==> src/rtl/rst_seq_ctrl.sv <==
// Reset sequencer: holds all domain resets after a reset event, then releases
// them one stage at a time; re-enters on software request or watchdog timeout.
module rst_seq_ctrl #(
  parameter int HOLD_CYCLES = 16,
  parameter int STAGE_GAP   = 4,
  parameter int NUM_STAGES  = 3,
  parameter int WDT_WIDTH   = 16
) (
  input  logic                  clk_i,
  input  logic                  rst_i,
  input  logic                  sw_rst_req_i,
  input  logic                  wdt_en_i,
  input  logic                  wdt_kick_i,
  input  logic [WDT_WIDTH-1:0]  wdt_limit_i,
  output logic [NUM_STAGES-1:0] stage_rst_o,
  output logic                  all_released_o,
  output logic                  busy_o,
  output logic [1:0]            rst_cause_o,
  output logic [1:0]            state_o
);

  localparam int HW = $clog2(HOLD_CYCLES) + 1;
  localparam int GW = $clog2(STAGE_GAP) + 1;
  localparam int SW = $clog2(NUM_STAGES) + 1;
  localparam logic [HW-1:0] HOLD_LAST  = HW'(HOLD_CYCLES - 1);
  localparam logic [GW-1:0] GAP_LAST   = GW'(STAGE_GAP - 1);
  localparam logic [SW-1:0] STAGE_DONE = SW'(NUM_STAGES);

  localparam logic [1:0] CAUSE_EXT = 2'd0;
  localparam logic [1:0] CAUSE_SW  = 2'd1;
  localparam logic [1:0] CAUSE_WDT = 2'd2;

  typedef enum logic [1:0] {
    ST_ASSERT  = 2'd0,
    ST_RELEASE = 2'd1,
    ST_RUN     = 2'd2
  } state_t;

  state_t                state_q, state_d;
  logic [HW-1:0]         hold_cnt_q, hold_cnt_d;
  logic [GW-1:0]         gap_cnt_q, gap_cnt_d;
  logic [SW-1:0]         stage_idx_q, stage_idx_d;
  logic [WDT_WIDTH-1:0]  wdt_cnt_q, wdt_cnt_d;
  logic [NUM_STAGES-1:0] stage_rst_q, stage_rst_d;
  logic [1:0]            rst_cause_q, rst_cause_d;
  logic                  wdt_active;
  logic                  wdt_timeout;
  logic                  sw_trigger;

  always_comb begin
    state_d     = state_q;
    hold_cnt_d  = hold_cnt_q;
    gap_cnt_d   = gap_cnt_q;
    stage_idx_d = stage_idx_q;
    stage_rst_d = stage_rst_q;
    rst_cause_d = rst_cause_q;
    wdt_cnt_d   = '0;

    wdt_active  = (state_q == ST_RUN) && wdt_en_i && (wdt_limit_i != '0);
    wdt_timeout = wdt_active && !wdt_kick_i && (wdt_cnt_q == wdt_limit_i);
    // Software requests only restart a sequence that has begun releasing.
    sw_trigger  = sw_rst_req_i && (state_q != ST_ASSERT);

    if (wdt_active) begin
      if (wdt_kick_i) begin
        wdt_cnt_d = '0;
      end else if (wdt_cnt_q != '1) begin
        wdt_cnt_d = wdt_cnt_q + 1'b1;
      end else begin
        wdt_cnt_d = wdt_cnt_q;
      end
    end

    case (state_q)
      ST_ASSERT: begin
        stage_rst_d = '1;
        if (hold_cnt_q == HOLD_LAST) begin
          stage_rst_d[0] = 1'b0;
          state_d        = ST_RELEASE;
          gap_cnt_d      = '0;
          stage_idx_d    = SW'(1);
        end else begin
          hold_cnt_d = hold_cnt_q + 1'b1;
        end
      end
      ST_RELEASE: begin
        if (stage_idx_q == STAGE_DONE) begin
          state_d = ST_RUN;
        end else if (gap_cnt_q == GAP_LAST) begin
          for (int k = 0; k < NUM_STAGES; k++) begin
            if (SW'(k) == stage_idx_q) stage_rst_d[k] = 1'b0;
          end
          gap_cnt_d   = '0;
          stage_idx_d = stage_idx_q + 1'b1;
        end else begin
          gap_cnt_d = gap_cnt_q + 1'b1;
        end
      end
      ST_RUN: begin
        stage_rst_d = '0;
      end
      default: begin
        state_d = ST_ASSERT;
      end
    endcase

    if (wdt_timeout || sw_trigger) begin
      state_d     = ST_ASSERT;
      hold_cnt_d  = '0;
      gap_cnt_d   = '0;
      stage_idx_d = '0;
      wdt_cnt_d   = '0;
      stage_rst_d = '1;
      rst_cause_d = wdt_timeout ? CAUSE_WDT : CAUSE_SW;
    end
  end

  always_ff @(posedge clk_i) begin
    if (rst_i) begin
      state_q     <= ST_ASSERT;
      hold_cnt_q  <= '0;
      gap_cnt_q   <= '0;
      stage_idx_q <= '0;
      wdt_cnt_q   <= '0;
      stage_rst_q <= '1;
      rst_cause_q <= CAUSE_EXT;
    end else begin
      state_q     <= state_d;
      hold_cnt_q  <= hold_cnt_d;
      gap_cnt_q   <= gap_cnt_d;
      stage_idx_q <= stage_idx_d;
      wdt_cnt_q   <= wdt_cnt_d;
      stage_rst_q <= stage_rst_d;
      rst_cause_q <= rst_cause_d;
    end
  end

  assign stage_rst_o    = stage_rst_q;
  assign all_released_o = (state_q == ST_RUN);
  assign busy_o         = (state_q != ST_RUN);
  assign rst_cause_o    = rst_cause_q;
  assign state_o        = state_q;

endmodule
==> config.mk <==
export PLATFORM = sky130hd
export DESIGN_NAME = rst_seq_ctrl
export DESIGN_NICKNAME = d
export VERILOG_FILES = /design/src/rtl/rst_seq_ctrl.sv
export SDC_FILE = /design/constraint.sdc
export NUM_CORES = 1
export LEC_CHECK = 0
export ABC_CLOCK_PERIOD_IN_PS = 2000
export CORE_MARGIN = 3
export CORE_UTILIZATION = 48
export CTS_CLUSTER_DIAMETER = 100
export DETAILED_ROUTE_END_ITERATION = 10
export HOLD_SLACK_MARGIN = 0.15
export PLACE_DENSITY_LB_ADDON = 0.12
export RECOVER_POWER = 100
export SLEW_MARGIN = 20
export SYNTH_ARGS = -nofsm -noshare
export SYNTH_HDL_FRONTEND = slang
export SYNTH_SLANG_ARGS = --single-unit
==> constraint.sdc <==
create_clock -name clk_i -period 2 [get_ports clk_i]
set_clock_uncertainty 0.05 [all_clocks]
set_input_delay 0.2 -clock clk_i [delete_from_list [all_inputs] [get_ports clk_i]]
set_output_delay 0.2 -clock clk_i [all_outputs]
set_load 0.02 [all_outputs]
# Yosys cells after proc, flatten, opt, wreduce, memory -nomap -nowiden
# Cells that the tools add are included.
totals:
  reg_bits: 34
  inputBits: 21
  out_inout_bits: 9
  elab_cells: 74
classes:
  addsub: 4
  n_eq_ne: 17
  n_mux: 19
  bitwise: 3
  reduce_logical: 22
ops:
  columns: ["op", "n"]
  rows:
  - ["2-to-1 mux 3 bit", 8]
  - ["adder 16 x 1 -> 16 bit, second input constant", 1]
  - ["== test 16 bit", 1]
  - ["!= test 16 bit, second input constant", 1]
  - ["!= test 2 bit, second input constant", 8]
  - ["AND reduction 4 bit", 4]
  - ["nonzero test 16 bit", 1]
  - ["one-hot mux 3 bit (2 select lines)", 2]
  - ["one-hot mux 3 bit (3 select lines)", 1]
  - ["adder 3 x 1 -> 3 bit, second input constant", 2]
  - ["== test 3 x 2 -> 1 bit, second input constant", 2]
  - ["2-to-1 mux 2 bit", 3]
  - ["one-hot mux 2 bit (3 select lines)", 1]
  - ["AND reduction 3 bit", 2]
  - ["adder 5 x 1 -> 5 bit, second input constant", 1]
  - ["== test 5 x 4 -> 1 bit, second input constant", 1]
  - ["logical AND 1 bit", 5]
  - ["2-to-1 mux 1 bit", 4]
  - ["nonzero test 2 bit", 2]
  - ["OR reduction 4 bit", 1]
  - ["== test 1 x 3 -> 1 bit, first input constant", 1]
  - ["== test 2 x 3 -> 1 bit, first input constant", 1]
  - ["zero test 3 bit", 1]
  - ["NOT 1 bit", 3]
  - ["other kinds (8)", 8]

# Depth between registers and ports, before layout
logic_depth:
  ltp_word: 7
  mapped_depth: 8
  ltp_nobuf: 8

# Worst setup path before layout
# Ideal clock, no wire load.
synth_path:
  path_kind: "reg2reg"
  startpoint: "register stage_idx_q[0]"
  endpoint: "register stage_rst_q[1], in the netlist stage_rst_o[1]"
  setup_ns: 0.120
  arrival_time_ns: 1.834
  required_ns: 1.830
  slack_ns: -0.003
  path_stages_with_launch: 7
  path_buffers: 0
  synth_period_minus_slack_ns: 2.003
  path_cell_list: "dfxtp_1 ha_1 ha_1 or3b_2 a22oi_1 nand2_1 a211o_1"
synth_between:
  elab_chain_len: 3
  word_cells_on_any_way: 5
  classes_between: "eq/ne: 4; reduce/logical: 1"
synth_lines:
  columns: ["item", "line_no", "rtl"]
  rows:
  - ["from (decl)", "42", "logic [SW-1:0] stage_idx_q, stage_idx_d;"]
  - ["from (signal assigned)", "131", "stage_idx_q <= stage_idx_d;"]
  - ["== test 1 x 3 -> 1 bit or == test 3 x 2 -> 1 bit (tied branches)", "91, 87", null]
  - ["!= test 2 bit (no source line)", null, null]
  - ["AND reduction 4 bit (no source line) (*)", null, null]
  - ["to (signal assigned)", "133", "stage_rst_q <= stage_rst_d;"]
  - ["to (decl)", "44", "logic [NUM_STAGES-1:0] stage_rst_q, stage_rst_d;"]
# Mark *: on every way between the ends. The rest lies on a longest branch, timed or not.
# A chain may end at the register's enable or synchronous reset.

# Worst setup path in the final report
layout_path:
  startpoint: "register stage_idx_q[0]"
  endpoint: "register stage_idx_q[0]"
layout_between:
  elab_chain_len: 4
  word_cells_on_any_way: 7
  classes_between: "add/sub: 1; eq/ne: 2; mux: 3; reduce/logical: 1"
layout_lines:
  columns: ["item", "line_no", "rtl"]
  rows:
  - ["adder 3 x 1 -> 3 bit", "94", "stage_idx_d = stage_idx_q + 1'b1;"]
  - ["2-to-1 mux 3 bit", "89", "end else if (gap_cnt_q == GAP_LAST) begin"]
  - ["2-to-1 mux 3 bit", "87", "if (stage_idx_q == STAGE_DONE) begin"]
  - ["one-hot mux 3 bit (2 select lines)", "74", "case (state_q)"]
# Parallel ways exist; a longest one is shown, timed or not. The select of a mux whose other input is x is not followed.

==> results.tsv <==
stage	metric	value	unit
outcome	status	finished, final reports clean	
power_and_ir_drop	Pwr Total	1260	uW
clock_network	Max Buffers Root-to-Sink	2	
clock_network	H-tree Lvls	2	
global_route	GRT Overall Usage	0.193	
route	via count	1762	
power_and_ir_drop	Lkg Pwr	0.000942	uW
global_route	initial antenna violation count	0	
route	wire length per cell	13.5	um
global_route	global-route wire length before repair	7470	um
hold_path	Hold WC Path Type	reg -> reg	
route	post-route ant nets	0	
timing	Fin Setup TNS	0	ns
logic_synthesis	Synth cell types	41	
critical_path	crit path launch type	flop	
timing	actual slew at the worst max-slew pin	0.424	ns
die	Die X-Extent	69.6	um
timing	Final Worst Setup Slack	0.110	ns
clock_network	CTS Buf Count	5	
critical_path	Worst Reg-to-Reg Cells	7	
logic_synthesis	Post-synth EDFFs	0	
die	# IOs	30	
clock_network	Sink Count	34	
clock_network	clk root buf	clkbuf_8	
layout	synth-to-layout area growth	25.8	%
layout	Non-Filler Instances	326	
placement	count of buffers from port buffering	29	
logic_synthesis	synthesis-stage register bit count	34	
clock_network	cts hold-fix bufs	0	
global_route	largest net degree at the start of global routing	17	
placement	Final GP Congestion	0.908	
route	drt total wl	4410	um
layout	# fillers	336	
critical_path	CP endpoint	stage_idx_q[0]	
clock_network	Post-CTS Setup Bufs	0	
layout	Antenna diodes	0	
critical_path	Crit path arrival time	2.03	ns
placement	pre-CTS setup slack	-0.00151	ns
layout	fin nets	311	
critical_path	Critical Path RT	2.14	ns
timing	Max Clock Freq	529	MHz
critical_path	Worst R2R End	stage_idx_q[0]	
clock_network	Clock Pin Slew Worst Setup and Hold Paths	0.07	ns
placement	placed insts	319	
logic_synthesis	post-synthesis instance total	233	
logic_synthesis	Synth Net Count	266	
route	post-DR vias/cell	5.40	
critical_path	Worst R2R Setup Slack	0.11	ns
run	total of max-cap violations	0	
critical_path	critical path class	reg -> reg	
clock_network	CTS tree	yes	
global_route	vias in the first global route	1643	
die	initial core utilization	0.514	
die	Die ar.	4840	um2
logic_synthesis	synth top area cells	dfxtp_1 (35%), xor2_1 (9.9%), ha_1 (7.7%), nor2_1 (6.8%), nor3_1 (3.1%)	
critical_path	worst-path maximum fanout	6	
clock_network	Worst-Skew Late Latency	0.29	ns
logic_synthesis	Yosys warning count	0	
timing	Fin. Hold Viols	0	
critical_path	crit path launch	stage_idx_q[0]	
placement	HPWL Detailed	3370	um
die	Die Span Y	69.6	um
power_and_ir_drop	Peak supply drop	295	uV
logic_synthesis	top_reg_cell synth	dfxtp_1	
timing	Slew headroom	0.717	
layout	commonest non-fill, non-tap cell in the layout	nor2_1	
logic_synthesis	Avg Cell Area, Syn	8.32	um2
layout	share of cells above drive strength 1	0.0863	
timing	post-layout min period	1.89	ns
timing	Tcrit/Tclk final	0.945	
power_and_ir_drop	Power per Cell Area	516	nW/um2
logic_synthesis	biggest area consumer among synthesized cells	dfxtp_1	
logic_synthesis	post-synthesis sequential area ratio	0.351	
route	DRC viols	0	
route	DRT iter0 DRCs	70	
layout	commonest cells after routing, fill and taps aside	nor2_1 (35), dfxtp_1 (34), xor2_1 (22)	
logic_synthesis	Yosys top cell area share	0.351	
die	# rows	22	
logic_synthesis	Mapped Area	1940	um2
timing	endpoints failing setup	0	
route	DRT Pass-1 Iters	4	
timing	Slew Limit Fails	0	
logic_synthesis	Async SR Flop Fraction	0	
critical_path	Setup crit end kind	flop	
critical_path	RR Startpoint	stage_idx_q[0]	
global_route	Remaining Overflow, GRT	0	
die	CORE AREA	3770	um2
timing	RSZ-0062 raised after global routing	true	
==> layout make-up <==
cell class                 instances  area, um2  area share
clock buffer                       7       76.3      0.0313
timing repair buffer              43        393       0.161
sequential                        34        681       0.279
multi-input combinational        180       1180       0.483
tap                               48       60.1      0.0246
inverter                          14       52.6      0.0215
==> cells in the mapped netlist (2+ instances only) <==
cell,instances
dfxtp_1,34
buf_2,2
xor2_1,22
a211oi_1,2
a311oi_1,3
and3_1,3
xnor2_1,2
mux2i_1,4
nand3_1,6
and4_1,3
o21ai_0,6
nand2b_1,6
inv_1,14
a211o_1,3
nor2b_1,4
nand4_1,6
nor2_1,35
a2bb2oi_1,2
nand2_1,15
a21oi_1,8
nor4_1,8
nor3_1,12
o22ai_1,2
a31oi_1,3
ha_1,12
==> cells by family after synthesis <==
| logic type | synth area share |
|---|---|
| XOR/XNOR | 0.108 |
| AO/OA/AOI/OAI | 0.132 |
| AND/OR/NAND/NOR | 0.266 |
| flip-flops | 0.351 |
| buffers and inverters | 0.0439 |
| multiplexers | 0.0206 |
| adder cells (fa/ha/maj) | 0.0774 |
==> power by group <==
| part | internal [uW] | switching, uW | total [uW] |
|---|---|---|---|
| Clock | 240 | 247 | 487 |
| Combinational | 53.4 | 31.8 | 85.2 |
| Sequential | 682 | 4.26 | 687 |
==> registers in the layout (all words and copies together), names as in the netlist <==
name,cells
wdt_cnt_q,16
hold_cnt_q,5
gap_cnt_q,3
stage_idx_q,3
stage_rst_o,3
rst_cause_o,2
state_o,2
==> metal layers <==
layer	track usage	vias up	share of wire
met5	0	-	0
met4	0.0651	0	0.010
met3	0.0623	5	0.042
met2	0.279	32	0.42
met1	0.271	813	0.52
li1	-	912	-
==> worst min-delay path by stage <==
stage	from	depth (start not counted)	slack (ns)	endpoint
CTS	stage_rst_o[1]	1	0.42	stage_rst_o[1]
floorplan	rst_i	1	0.22	rst_cause_o[1]
global placement	stage_rst_o[0]	1	0.40	stage_rst_o[0]
finish	stage_rst_o[0]	1	0.41	stage_rst_o[0]
detailed placement	stage_rst_o[1]	1	0.40	stage_rst_o[1]
global route	stage_rst_o[1]	1	0.43	stage_rst_o[1]
==> through the flow <==
stage | hold WS (ns) | utilization | area [um2]
finish | 0.409 | 0.647 | 2440
floorplan | 0.222 | - | 1940
global route | 0.433 | 0.647 | 2440
global placement | 0.398 | 0.634 | 2390
detailed placement | 0.403 | 0.634 | 2390
CTS | 0.418 | 0.655 | 2470
==> worst max-delay path, cell delays in order (launching register included) <==
cell	delay, ns
dfxtp_1	0.31
ha_1	0.19
ha_1	0.19
or3b_4	0.39
a211oi_2	0.40
nand3_1	0.14
nand2_1	0.08
nor3_1	0.04
==> what timing repair did <==
item	CTS	global route
resized for setup	2	1
endpoints found under the hold margin	0	0
pin swaps	2	0
endpoints found under the setup margin	4	3
Note: power is estimated with default switching activity, not from simulation.
